### config.mk
export PLATFORM = sky130hd
export DESIGN_NAME = stream_parity
export DESIGN_NICKNAME = d
export VERILOG_FILES = /design/src/rtl/stream_parity_pkg.sv /design/src/rtl/stream_parity_stage.sv /design/src/rtl/stream_parity.sv
export SDC_FILE = /design/constraint.sdc
export NUM_CORES = 1
export LEC_CHECK = 0
export CORE_UTILIZATION = 42
export CTS_CLUSTER_DIAMETER = 100
export DETAILED_ROUTE_END_ITERATION = 10
export PLACE_DENSITY = 0.72
export REMOVE_ABC_BUFFERS = 1
export SETUP_SLACK_MARGIN = 0.02
export SYNTH_ARGS = -nofsm -noshare
export SYNTH_HDL_FRONTEND = slang
export SYNTH_SLANG_ARGS = --single-unit
### constraint.sdc
create_clock -name clk -period 3 [get_ports clk]
set_input_delay 0.6 -clock clk [delete_from_list [all_inputs] [get_ports clk]]
set_output_delay 0.6 -clock clk [all_outputs]
set_load 0.01 [all_outputs]
### src/rtl/stream_parity_pkg.sv
// -----------------------------------------------------------------------------
// stream_parity_pkg
// Shared constants and the lane-parity helper used by stream_parity.
//   DEF_LANES / DEF_LANE_W / DEF_CNT_W : default geometry of the block
//   MAX_LANE_W                          : widest lane the helper accepts
//   lane_par(data, odd)                 : parity bit of one (zero-extended) lane
// -----------------------------------------------------------------------------
package stream_parity_pkg;

    localparam int DEF_LANES  = 4;
    localparam int DEF_LANE_W = 8;
    localparam int DEF_CNT_W  = 16;

    // Lanes narrower than this are zero-extended by the caller; zero bits do
    // not change an XOR reduction, so the result is exact for any LANE_W up
    // to this limit.
    localparam int MAX_LANE_W = 64;

    // Even parity is the XOR of the lane; odd parity is its complement.
    function automatic logic lane_par(input logic [MAX_LANE_W-1:0] data,
                                      input logic                  odd);
        logic xr;
        xr = ^data;
        return odd ? ~xr : xr;
    endfunction

endpackage

### src/rtl/stream_parity_stage.sv
// -----------------------------------------------------------------------------
// parity_stage
// Generic one-entry valid/ready pipeline register (no skid buffer).
//   clk, rst                        : clock, synchronous active-high reset
//   in_valid / in_ready / in_data   : upstream handshake and payload
//   out_valid / out_ready / out_data: downstream handshake and payload
// in_ready is combinational from out_ready so a full stage can accept a new
// word on the same edge its current word leaves.
// -----------------------------------------------------------------------------
module parity_stage #(
    parameter int WIDTH = 8
) (
    input  logic             clk,
    input  logic             rst,
    input  logic             in_valid,
    output logic             in_ready,
    input  logic [WIDTH-1:0] in_data,
    output logic             out_valid,
    input  logic             out_ready,
    output logic [WIDTH-1:0] out_data
);

    logic             valid_r;
    logic [WIDTH-1:0] data_r;
    logic             load_s;

    assign load_s    = !valid_r || out_ready;
    assign in_ready  = load_s;
    assign out_valid = valid_r;
    assign out_data  = data_r;

    // Occupancy flag: on every load the stage takes whatever validity arrives.
    always_ff @(posedge clk) begin
        if (rst) begin
            valid_r <= 1'b0;
        end else if (load_s) begin
            valid_r <= in_valid;
        end else begin
            valid_r <= valid_r;
        end
    end

    // Payload is not reset; it only moves with a valid word so it holds while stalled.
    always_ff @(posedge clk) begin
        if (load_s && in_valid) begin
            data_r <= in_data;
        end else begin
            data_r <= data_r;
        end
    end

endmodule

### src/rtl/stream_parity.sv
// -----------------------------------------------------------------------------
// stream_parity
// Two-stage registered parity generator/checker for a valid/ready stream.
// Each word is LANES lanes of LANE_W bits (lane i = in_data[i*LANE_W +: LANE_W]).
//   clk, rst       : clock, synchronous active-high reset
//   in_valid/in_ready/in_data/in_par : input stream; in_par = expected lane parity
//   out_valid/out_ready/out_data     : output stream; out_data = in_data delayed
//   out_lane_par   : computed lane parity (ODD selects odd parity per lane)
//   out_parity     : XOR of out_lane_par (ODD not applied a second time)
//   out_err        : some lane parity differs from the supplied in_par
//   clr_count      : synchronous clear of err_count (ignored without the counter)
//   err_count      : saturating count of output transfers with out_err set
// Build option: define STREAM_PARITY_ERRCNT_EN to add the err_count port and
// counter; without it clr_count is accepted but has no effect.
// Stage 1 holds {in_par, lane parity, data}; stage 2 holds
// {out_err, word parity, lane parity, data}. in_ready is combinational from
// out_ready through both stages.
// -----------------------------------------------------------------------------
module stream_parity
    import stream_parity_pkg::*;
#(
    parameter int LANES  = DEF_LANES,
    parameter int LANE_W = DEF_LANE_W,
    parameter int ODD    = 0,
    parameter int CNT_W  = DEF_CNT_W
) (
    input  logic                     clk,
    input  logic                     rst,
    input  logic                     in_valid,
    output logic                     in_ready,
    input  logic [LANES*LANE_W-1:0]  in_data,
    input  logic [LANES-1:0]         in_par,
    output logic                     out_valid,
    input  logic                     out_ready,
    output logic [LANES*LANE_W-1:0]  out_data,
    output logic [LANES-1:0]         out_lane_par,
    output logic                     out_parity,
    output logic                     out_err,
    input  logic                     clr_count
`ifdef STREAM_PARITY_ERRCNT_EN
    ,
    output logic [CNT_W-1:0]         err_count
`endif
);

    localparam int   DATA_W = LANES * LANE_W;
    localparam int   S1_W   = DATA_W + 2 * LANES;
    localparam int   S2_W   = DATA_W + LANES + 2;
    localparam logic ODD_B  = (ODD != 32'sd0);

    logic [LANES-1:0] in_lpar_s;
    logic [S1_W-1:0]  s1_in_s;
    logic [S1_W-1:0]  s1_q_s;
    logic             s1_v;
    logic [S2_W-1:0]  s2_in_s;
    logic [S2_W-1:0]  s2_q_s;
    logic             s2_load;
    logic [DATA_W-1:0] s1_data_s;
    logic [LANES-1:0]  s1_lpar_s;
    logic [LANES-1:0]  s1_par_s;
    logic              s1_wpar_s;
    logic              s1_err_s;

    // Per-lane parity of the incoming word (lanes zero-extended for the helper).
    always_comb begin : in_lpar_calc
        logic [MAX_LANE_W-1:0] lane_v;
        in_lpar_s = '0;
        lane_v    = '0;
        for (int i = 0; i < LANES; i++) begin
            lane_v                = '0;
            lane_v[LANE_W-1:0]    = in_data[i*LANE_W +: LANE_W];
            in_lpar_s[i]          = lane_par(lane_v, ODD_B);
        end
    end

    assign s1_in_s = {in_par, in_lpar_s, in_data};

    parity_stage #(.WIDTH(S1_W)) u_stage1 (
        .clk       (clk),
        .rst       (rst),
        .in_valid  (in_valid),
        .in_ready  (in_ready),
        .in_data   (s1_in_s),
        .out_valid (s1_v),
        .out_ready (s2_load),
        .out_data  (s1_q_s)
    );

    // Word parity and the check against the supplied parity sit between stages.
    assign s1_data_s = s1_q_s[DATA_W-1:0];
    assign s1_lpar_s = s1_q_s[DATA_W +: LANES];
    assign s1_par_s  = s1_q_s[DATA_W+LANES +: LANES];
    assign s1_wpar_s = ^s1_lpar_s;
    assign s1_err_s  = |(s1_lpar_s ^ s1_par_s);
    assign s2_in_s   = {s1_err_s, s1_wpar_s, s1_lpar_s, s1_data_s};

    parity_stage #(.WIDTH(S2_W)) u_stage2 (
        .clk       (clk),
        .rst       (rst),
        .in_valid  (s1_v),
        .in_ready  (s2_load),
        .in_data   (s2_in_s),
        .out_valid (out_valid),
        .out_ready (out_ready),
        .out_data  (s2_q_s)
    );

    assign out_data     = s2_q_s[DATA_W-1:0];
    assign out_lane_par = s2_q_s[DATA_W +: LANES];
    assign out_parity   = s2_q_s[DATA_W+LANES];
    assign out_err      = s2_q_s[DATA_W+LANES+1];

`ifdef STREAM_PARITY_ERRCNT_EN
    localparam logic [CNT_W-1:0] CNT_MAX = '1;
    localparam logic [CNT_W-1:0] CNT_ONE = CNT_W'(1'b1);

    logic [CNT_W-1:0] cnt_r;

    // Saturating error counter; clear wins over a same-cycle erroneous transfer.
    always_ff @(posedge clk) begin
        if (rst) begin
            cnt_r <= '0;
        end else if (clr_count) begin
            cnt_r <= '0;
        end else if (out_valid && out_ready && out_err && (cnt_r != CNT_MAX)) begin
            cnt_r <= cnt_r + CNT_ONE;
        end else begin
            cnt_r <= cnt_r;
        end
    end

    assign err_count = cnt_r;
`else
    logic unused_clr_s;
    assign unused_clr_s = clr_count;
`endif

endmodule

* Yosys cells after proc, flatten, opt, wreduce, memory -nomap -nowiden
Cells that the tools add are included.
** Storage, ports and cells
- Register bits after elaboration :: 80
- Latch bits :: 0
- RAM bits :: 0
- ROM bits :: 0
- Bits of input ports :: 41
- Memories kept :: 0
** Cells by class
- $add $sub $neg :: 0
- $mul :: 0
- Div/mod/pow operators :: 0
- $lt $le $gt $ge :: 0
- Eq/ne operators :: 0
- Shift operators :: 0
- Multiplexer cells :: 0
- Bitwise logic cells :: 1
- Reduce and logical (&&, ||, !) cells :: 12
** Operators by type and width (count)
- parity 64 bit :: 4
- OR reduction 4 bit :: 1
- parity 4 bit :: 1
- XOR 4 bit :: 1
- logical AND 1 bit :: 2
- zero test 1 bit :: 2
- logical OR 1 bit :: 2

* Longest topological paths before layout
Gate-level depths: netlist of the first run.
- Depth after elaboration :: 4
- Mapped depth :: 3
- Depth with buffers taken out :: 3

* By module
Synthesis of the first run repeated with hierarchy kept, for this count alone.
** Second synthesis, totals
- Cells, all modules :: 124
- Area, all modules :: 2765.2 µm²
** By module, submodules not included
- parity_stage (u_stage1) :: instances 1, cells an instance 45, area each 1256.2 µm²
- parity_stage (u_stage2) :: instances 1, cells an instance 43, area each 1196.1 µm²
- stream_parity :: instances 1, cells an instance 36, area each 312.8 µm²

* Least setup slack after synthesis of the first run
Ideal clock, no wire load.
- Path kind :: input port to flip-flop
- Start :: in out_ready
- End :: reg u_stage1.data_r[0] (netlist: u_stage1.out_data[0]) (enable)
- Arrival time :: 2.657 ns
- Setup slack :: -0.108 ns
- Stages on the path :: 2
- Buffers on the path :: 0
- Cell sequence :: nor2b_1 -> a21oi_1
** On the way
- Word-level cells in the longest chain between the ends :: 3
** Ends and longest elaborated chain
- start: declaration :: RTL line stream_parity.sv:34 : input logic out_ready,
- logical OR 1 bit (2 in a row) :: RTL line stream_parity_stage.sv:27 : assign load_s = !valid_r || out_ready;
- logical AND 1 bit :: RTL line stream_parity_stage.sv:45 : if (load_s && in_valid) begin
- end signal: assignment :: RTL line stream_parity_stage.sv:46 : data_r <= in_data;
- end signal: assignment :: RTL line stream_parity_stage.sv:48 : data_r <= data_r;
- end: declaration :: RTL line stream_parity_stage.sv:24 : logic [WIDTH-1:0] data_r;
No other way between the ends.
A chain may end at the register's enable or synchronous reset.

* Worst setup path in the final report of the first run
- Start :: in out_ready
- End :: out in_ready
** On the way
- Word-level cells in the longest chain between the ends :: 2
** Ends and longest elaborated chain
- logical OR 1 bit (2 in a row) :: RTL line stream_parity_stage.sv:27
- end: declaration :: RTL line stream_parity.sv:30 : output logic in_ready,
No other way between the ends.

==> results by group, run 1 <==
Critical path
  • CP peak stage delay: 0.50 ns
  • Cell mode on critical path: clkdlybuf4s50_1
  • CP top delay family: buffers and inverters
  • CP max-delay cell: clkdlybuf4s50_1
  • Crit. End Element: output port
  • Worst setup SP type: primary input
  • CP bufs+invs: 2
  • Critical-path cell list: clkdlybuf4s50_1, nor2b_1, nand2_1, clkdlybuf4s50_1
  • Worst EP required: 2.40 ns
  • Critical path arrival: 2.11 ns
  • Crit-path max FO: 4
  • CP Class: primary input to output port

Floorplan
  • Die Width: 82.7 um
  • FP Rows: 29
  • Initial core utilization: 0.433
  • Core area: 0.00631 sq mm
  • Area of the die: 0.00683 sq mm
  • Die Y: 82.7 um
  • IO Pins: 81

STA
  • Final Setup Violations: 0
  • Worst rel slew slack: 0.651
  • Clock period minus worst slack: 2.71 ns
  • Least-Margin Pin Slew: 0.522 ns
  • RSZ-0062 raised after global routing: false
  • Fin crit share: 0.902
  • Final Max Tran Viols: 0
  • Peak Freq: 0.370 GHz
  • Final Hold Vio Count: 0
  • Final clock skew: 0.00529 ns

Yosys
  • Cell taking the most area after synthesis: edfxtp_1
  • Ranking of synthesized cells by area: edfxtp_1 (86%), xnor2_1 (9.6%), xor2_1 (1.6%)
  • Cells after synthesis: 124
  • Yosys warning total: 0
  • Mean Syn Cell Area: 22.0 sq um
  • Post-synth top area share: 0.857
  • Synth Register Bits: 80
  • Area of the mapped netlist: 0.00273 sq mm
  • Seq/Total Area, Yosys: 0.872
  • Unique cell type count in the Yosys netlist: 10

Route
  • Total wire length: 4.28 mm
  • Detailed-route DRC error count: 0
  • Antenna Nets Post-Route: 0
  • Avg Vias per Cell: 4.50
  • WL/cell: 14.3 um
  • Vias: 1345
  • Initial DRC Count: 68
  • DR pass1 iterations: 4

Final layout
  • Diode count: 0
  • Commonest non-fill, non-tap cell in the layout: clkdlybuf4s50_1
  • Commonest cells after routing, fill and taps aside: clkdlybuf4s50_1 (79), edfxtp_1 (78), xnor2_1 (30)
  • Final Core Density: 0.621
  • Area Overhead vs Synth: 43.4%
  • Share of layout cells above drive strength 1: 0.0901
  • Layout Nets: 258
  • Final instance area: 0.00392 sq mm
  • Number of fillers in the final layout: 482

CTS
  • CTS tree: built
  • CTS buffer count: 9
  • # Post-CTS Setup Buffers: 0
  • Worst skew pair latency: 0.34 ns
  • Resize count post-CTS: 0
  • Post-CTS Hold Fix Bufs: 0
  • Num Clock Sinks: 80
  • Clk root buf: clkbuf_8
  • H-tree Lvls: 3
  • Max Root-Sink Buffers: 2
  • CTS clock-pin slew for the worst setup and hold paths: 0.08 ns

GRT
  • Initial antenna violation count: 0
  • GRT Overall Usage: 0.141
  • Met1 Use GR: 0.158
  • Layer with the highest usage: met2
  • Met2 Usage GRT: 0.207
  • Met3 Usage GRT: 0.0769
  • Grt ovf: 0
  • First-pass GRT wire length: 6.40 mm
  • Largest net degree at the start of global routing: 39
  • Vias in the first global route: 1315

Pwr
  • PD cells: 666 mW/mm^2
  • P_leak: 1.32 nW
  • Peak supply drop: 369 uV

Place
  • Port bufs: 79
  • DP HPWL: 3.04 mm
  • DP Area: 0.00366 sq mm
  • Gp weighted congestion: 0.732

Flow run
  • Max_cap viols: 0

Worst hold path
  • Hold crit path type: flop to flop

Status
  • Status: complete, no violations
[worst register-to-register path, delay by kind of cell, from the launching register on]
| family | cells | cell delay [ns] |
|---|---|---|
| simple gates | 1 | 0.21 |
| compound gates | 1 | 0.48 |
| flops | 1 | 0.31 |
| buf+inv | 1 | 0.32 |
[path summary, 6_finish.rpt]
| path | from | end | slack, ns | cells past startpoint |
|---|---|---|---|---|
| worst max-delay path | out_ready | in_ready | 0.29 | 4 |
| worst max register to register | u_stage2.out_valid$_SDFFE_PP0P_ | u_stage1.out_data[3]$_DFFE_PP_ | 1.37 | 3 |
| worst min-delay path | u_stage1.out_data[17]$_DFFE_PP_ | u_stage2.out_data[17]$_DFFE_PP_ | 0.42 | 0 |
| worst min register to register | u_stage1.out_data[17]$_DFFE_PP_ | u_stage2.out_data[17]$_DFFE_PP_ | 0.42 | 0 |
[where the power goes]
group | internal (W) | switching, W
Combinational | 0.000158 | 0.000103
Sequential | 0.00132 | 0.0000307
Clock | 0.000631 | 0.000363
Total | 0.00211 | 0.000497
[state kept, by name, indices dropped and copies added (netlist names)]
signal,flops
u_stage1.out_data,40
u_stage2.out_data,38
u_stage1.out_valid,1
u_stage2.out_valid,1
[logic make-up (layout without fill, tap and decap cells)]
logic type	after synthesis	count (layout)	share of synthesized area
AO/OA/AOI/OAI	2	2	0.00366
XOR/XNOR	35	35	0.112
buffers and inverters	1	99	0.00137
AND/OR/NAND/NOR	6	6	0.0110
flip-flops	80	80	0.872
[stage by stage]
stage               total power (W)  std cells  setup TNS [ns]  hold slack [ns]  setup WS, ns
floorplan                   0.00150        124           -4.32            0.400        -0.108
global placement            0.00164        283               0            0.401         0.384
detailed placement          0.00165        283               0            0.405         0.278
CTS                         0.00264        299               0            0.423         0.271
global route                0.00271        299               0            0.423         0.219
finish                      0.00261        299               0            0.420         0.295
[routing by layer]
layer  routed length, um  up-vias  share of wire
met5                   0        -              0
met4                  95        0          0.022
met3                 370       12          0.086
met2                2160       53           0.50
met1                1660      635           0.39
li1                    -      645              -
[cell type report]
type,count,area [sq um],share of cell area
Tap cell,77,96.3,0.0246
Timing Repair Buffer,82,813,0.208
Clock buffer,9,124,0.0316
Inverter,1,3.75,0.000958
Clock inverter,7,134,0.0342
Sequential cell,80,2380,0.608
Multi-Input combinational cell,43,365,0.0932
[synth_stat cells]
master / count
xnor2_1: 30
dfxtp_1: 2
inv_1: 1
nor2b_1: 2
edfxtp_1: 78
nand4_1: 1
nor2_1: 2
xor2_1: 5
a21oi_1: 2
nand2_1: 1
Power figures use the tool's default switching activity.
==> run 2, diff against run 1 <==
--- a/config.mk
+++ b/config.mk
@@ -8,7 +8,7 @@
 export CORE_UTILIZATION = 42
 export CTS_CLUSTER_DIAMETER = 100
 export DETAILED_ROUTE_END_ITERATION = 10
-export PLACE_DENSITY = 0.72
+export PLACE_DENSITY = 0.79
 export REMOVE_ABC_BUFFERS = 1
 export SETUP_SLACK_MARGIN = 0.02
 export SYNTH_ARGS = -nofsm -noshare
==> run 2 against run 1 <==
Net effect: design area decreased by 2.6%; global-route usage decreased by 0.36 points; core utilization decreased by 1.6 points; non-clock buffer count decreased by 1; sequential power about the same; critical path type unchanged; critical endpoint unchanged; largest power group unchanged.
==> results by group, run 2 (same netlist as run 1, synthesis figures left out) <==
Floorplan
  • Core area: 0.00631 sq mm
  • Die Y: 82.7 um
  • Initial core utilization: 0.433
  • Die Width: 82.7 um
  • Area of the die: 0.00683 sq mm
  • IO Pins: 81
  • FP Rows: 29

STA
  • Setup TNS: 0 ns
  • Clock period minus worst slack: 2.66 ns
  • Final Max Tran Viols: 0
  • Final Hold Vio Count: 0
  • Final clock skew: 0.00900 ns
  • Worst rel slew slack: 0.660
  • Final Setup Violations: 0
  • Peak Freq: 0.377 GHz
  • Least-Margin Pin Slew: 0.509 ns
  • Fin crit share: 0.885
  • RSZ-0062 raised after global routing: false
  • Fin Hold WS: 0.421 ns

CTS
  • Num Clock Sinks: 80
  • Max Root-Sink Buffers: 2
  • CTS tree: built
  • Clk root buf: clkbuf_8
  • # Post-CTS Setup Buffers: 0
  • Worst skew pair latency: 0.33 ns
  • CTS buffer count: 9
  • CTS clock-pin slew for the worst setup and hold paths: 0.08 ns
  • Resize count post-CTS: 0
  • Post-CTS Hold Fix Bufs: 0
  • H-tree Lvls: 3

Critical path
  • Launching point of the worst reg2reg path: u_stage2.out_valid$_SDFFE_PP0P_
  • CP bufs+invs: 2
  • Critical-path cell list: clkdlybuf4s50_1, nor2b_1, nand2_1, clkdlybuf4s50_1
  • Cell mode on critical path: clkdlybuf4s50_1
  • CP Class: primary input to output port
  • Reg-to-reg slack, setup: 1.51 ns
  • CP startpoint: out_ready
  • Crit-path max FO: 4
  • Worst setup SP type: primary input
  • Worst EP required: 2.40 ns
  • CP top delay family: buffers and inverters
  • Critical path arrival: 2.06 ns
  • Crit. End Element: output port
  • CP max-delay cell: clkdlybuf4s50_1
  • CP peak stage delay: 0.50 ns

Route
  • Antenna Nets Post-Route: 0
  • Initial DRC Count: 70
  • Avg Vias per Cell: 4.48
  • Detailed-route DRC error count: 0
  • Total wire length: 4.18 mm
  • WL/cell: 14.0 um
  • DR pass1 iterations: 4
  • Vias: 1335

Final layout
  • Share of layout cells above drive strength 1: 0.0814
  • Layout Nets: 257
  • Commonest non-fill, non-tap cell in the layout: clkdlybuf4s50_1
  • Commonest cells after routing, fill and taps aside: clkdlybuf4s50_1 (79), edfxtp_1 (78), xnor2_1 (30)
  • Number of fillers in the final layout: 507
  • Final Core Density: 0.605
  • Diode count: 0
  • Area Overhead vs Synth: 39.7%
  • Max reg flops: 40

GRT
  • First-pass GRT wire length: 6.38 mm
  • Grt ovf: 0
  • Largest net degree at the start of global routing: 41
  • Initial antenna violation count: 0
  • Vias in the first global route: 1349
  • GRT Overall Usage: 0.138

Place
  • Port bufs: 79
  • Gp weighted congestion: 0.658

Pwr
  • PD cells: 595 mW/mm^2
  • Peak supply drop: 327 uV
  • P_leak: 1.26 nW
  • Total chip power: 0.00227 W

Status
  • Status: complete, no violations

Flow run
  • Max_cap viols: 0

Worst hold path
  • Hold crit path type: flop to flop
  • Hold_sp: u_stage1.out_data[25]$_DFFE_PP_
==> run 2: metrics by stage <==
| stage | std cells | setup WS, ns | area, sq um |
|---|---|---|---|
| 3_3_place_gp | 282 | 0.390 | 3650 |
| 5_1_grt | 298 | 0.252 | 3820 |
| 4_1_cts | 298 | 0.336 | 3820 |
| 6_report | 298 | 0.345 | 3820 |
| 3_5_place_dp | 282 | 0.343 | 3650 |
| 2_1_floorplan | 124 | -0.108 | 2730 |
==> run 2: final timing paths <==
check / cells past startpoint / end
worst min register to register: 0 / u_stage2.out_data[25]$_DFFE_PP_
worst max-delay path: 4 / in_ready
worst min-delay path: 0 / u_stage2.out_data[25]$_DFFE_PP_
worst max register to register: 3 / u_stage1.out_data[34]$_DFFE_PP_
==> run 2: metal layers <==
layer  vias up  track usage  share of wire
li1        645            -              -
met1       625        0.150           0.39
met2        54        0.220           0.52
met3        11       0.0516          0.060
met4         0       0.0983          0.032
met5         -            0              0
==> run 2: power breakdown <==
part | leakage [nW] | internal (W) | switching (W)
Combinational | 0.426 | 0.000157 | 0.000107
Sequential | 0.761 | 0.00132 | 0.0000312
Clock | 0.0757 | 0.000295 | 0.000360
==> run 2: area by class of cell <==
type                       instances  area [sq um]  area share
multi-input combinational         43           365      0.0957
inverter                           1          3.75    0.000983
tap                               77          96.3      0.0252
sequential                        80          2380       0.624
clock inverter                     6          36.3     0.00951
clock buffer                      10           128      0.0334
timing repair buffer              81           806       0.211
==> run 3, diff against run 2 <==
--- a/config.mk
+++ b/config.mk
@@ -5,7 +5,9 @@
 export SDC_FILE = /design/constraint.sdc
 export NUM_CORES = 1
 export LEC_CHECK = 0
-export CORE_UTILIZATION = 42
+export CELL_PAD_IN_SITES_DETAIL_PLACEMENT = 1
+export CELL_PAD_IN_SITES_GLOBAL_PLACEMENT = 1
+export CORE_UTILIZATION = 35
 export CTS_CLUSTER_DIAMETER = 100
 export DETAILED_ROUTE_END_ITERATION = 10
 export PLACE_DENSITY = 0.79
==> run 3 against run 2 <==
Net effect: clock-buffer cell count decreased by 1; die area rose by 19%; non-clock buffer count unchanged; sequential power barely moved; total power is 4.1% higher; clock skew increased by 0.00059 ns; clock power up 13%; critical endpoint unchanged; maximum frequency decreased by 1.5%; core utilization fell by 7.9 points; cell count up 7.4%.
==> results by group, run 3 (same netlist as run 1, synthesis figures left out) <==
Critical path
  • Cell mode on critical path: clkdlybuf4s50_1
  • Worst setup SP type: primary input
  • Critical-path cell list: clkdlybuf4s50_1, nor2b_1, nand2_1, clkdlybuf4s50_1
  • CP max-delay cell: clkdlybuf4s50_1
  • Cell depth of the worst flop-to-flop path: 3
  • Launching point of the worst reg2reg path: u_stage2.out_valid$_SDFFE_PP0P_
  • CP peak stage delay: 0.50 ns
  • Crit. End Element: output port
  • CP Class: primary input to output port
  • Crit-path max FO: 4
  • Critical path arrival: 2.10 ns
  • Critical R2R Capture: u_stage1.out_data[19]$_DFFE_PP_
  • CP startpoint: out_ready
  • Reg-to-reg slack, setup: 1.43 ns
  • Worst EP required: 2.40 ns

STA
  • Final Setup Violations: 0
  • Clock period minus worst slack: 2.70 ns
  • Final Max Tran Viols: 0
  • RSZ-0062 raised after global routing: false
  • Fin crit share: 0.898
  • Worst rel slew slack: 0.641
  • Peak Freq: 0.371 GHz
  • Final worst slack: 0.305 ns
  • Least-Margin Pin Slew: 0.538 ns
  • Final Hold Vio Count: 0
  • Fin Hold WS: 0.413 ns
  • Final clock skew: 0.00959 ns

Floorplan
  • FP Rows: 31
  • Die Width: 90.4 um
  • IO Pins: 81
  • Die Y: 90.4 um
  • Area of the die: 0.00816 sq mm
  • Initial core utilization: 0.369
  • Core area: 0.00741 sq mm

CTS
  • Num Clock Sinks: 80
  • Worst skew pair latency: 0.34 ns
  • # Post-CTS Setup Buffers: 0
  • CTS tree: built
  • Post-CTS Hold Fix Bufs: 0
  • CTS buffer count: 9
  • CTS clock-pin slew for the worst setup and hold paths: 0.08 ns
  • Resize count post-CTS: 0
  • H-tree Lvls: 3
  • Max Root-Sink Buffers: 2
  • Clk root buf: clkbuf_8

Final layout
  • Final instance area: 0.00389 sq mm
  • Max reg flops: 40
  • Area Overhead vs Synth: 42.4%
  • Layout Nets: 257
  • Commonest cells after routing, fill and taps aside: clkdlybuf4s50_1 (79), edfxtp_1 (78), xnor2_1 (30)
  • Diode count: 0
  • Share of layout cells above drive strength 1: 0.0814
  • Final Core Density: 0.525
  • Commonest non-fill, non-tap cell in the layout: clkdlybuf4s50_1

Place
  • Port bufs: 79
  • DP HPWL: 3.41 mm
  • Gp weighted congestion: 0.695
  • DP Area: 0.00371 sq mm
  • Placement Setup Slack: 0.297 ns

Pwr
  • P_leak: 1.28 nW
  • Total chip power: 0.00236 W
  • PD cells: 608 mW/mm^2
  • Peak supply drop: 281 uV

Status
  • Status: complete, no violations

Route
  • Total wire length: 4.64 mm
  • Initial DRC Count: 59
  • Vias: 1361
  • Detailed-route DRC error count: 0
  • Avg Vias per Cell: 4.25
  • DR pass1 iterations: 4
  • Antenna Nets Post-Route: 0
  • WL/cell: 14.5 um

Worst hold path
  • Hold_sp: u_stage1.out_data[13]$_DFFE_PP_
  • Hold EP: u_stage2.out_data[13]$_DFFE_PP_
  • Hold crit path type: flop to flop
  • Worst hold stages: 0

GRT
  • Initial antenna violation count: 0
  • Vias in the first global route: 1480
  • Largest net degree at the start of global routing: 28
  • Layer with the highest usage: met2
  • Met3 Usage GRT: 0.0682
  • Grt ovf: 0
  • GRT Overall Usage: 0.124
  • Met2 Usage GRT: 0.207
  • First-pass GRT wire length: 7.42 mm
  • Met1 Use GR: 0.124

Flow run
  • Max_cap viols: 0
-- run 3: changes by cell type in the layout (fill, tap and decap cells not counted) --
cell / change
clkbuf_1: -1
clkinvlp_4: -1
bufinv_16: +1
buf_4: -2
buf_12: +2
clkinv_1: +1
-- run 3: worst max-delay path by stage --
stage | slack [ns] | to
floorplan | -0.11 | u_stage1.out_data[0]$_DFFE_PP_
detailed placement | 0.30 | in_ready
finish | 0.30 | in_ready
global placement | 0.38 | in_ready
CTS | 0.29 | in_ready
global route | 0.22 | in_ready
-- run 3: power by group --
part           leakage (nW)  internal, W  switching [W]
clock network        0.0901     0.000376       0.000365
logic                 0.434     0.000161       0.000110
registers             0.761      0.00132      0.0000306
-- run 3: worst max-delay path, delay by kind of cell --
family        cells  cell delay [ns]
buf+inv           2             0.91
simple gates      2             0.58
-- run 3: metal layers --
metal	share of wire	vias to the layer above
met4	0.020	0
met2	0.51	55
met5	0	-
met1	0.36	648
li1	-	647
met3	0.10	11
-- run 3: through the flow --
stage               instances  setup TNS [ns]
finish                    320               0
global route              320               0
CTS                       320               0
detailed placement        304               0
global placement          304               0
floorplan                 124           -4.32
-- run 3: area by class of cell --
cell class	count	area, sq um
clock buffers	9	124
clock inverters	7	62.6
fillers	683	3520
inverters	1	3.75
multi-input cells	43	365
flip-flops and latches	80	2380
well taps	99	124
repair buffers	81	831
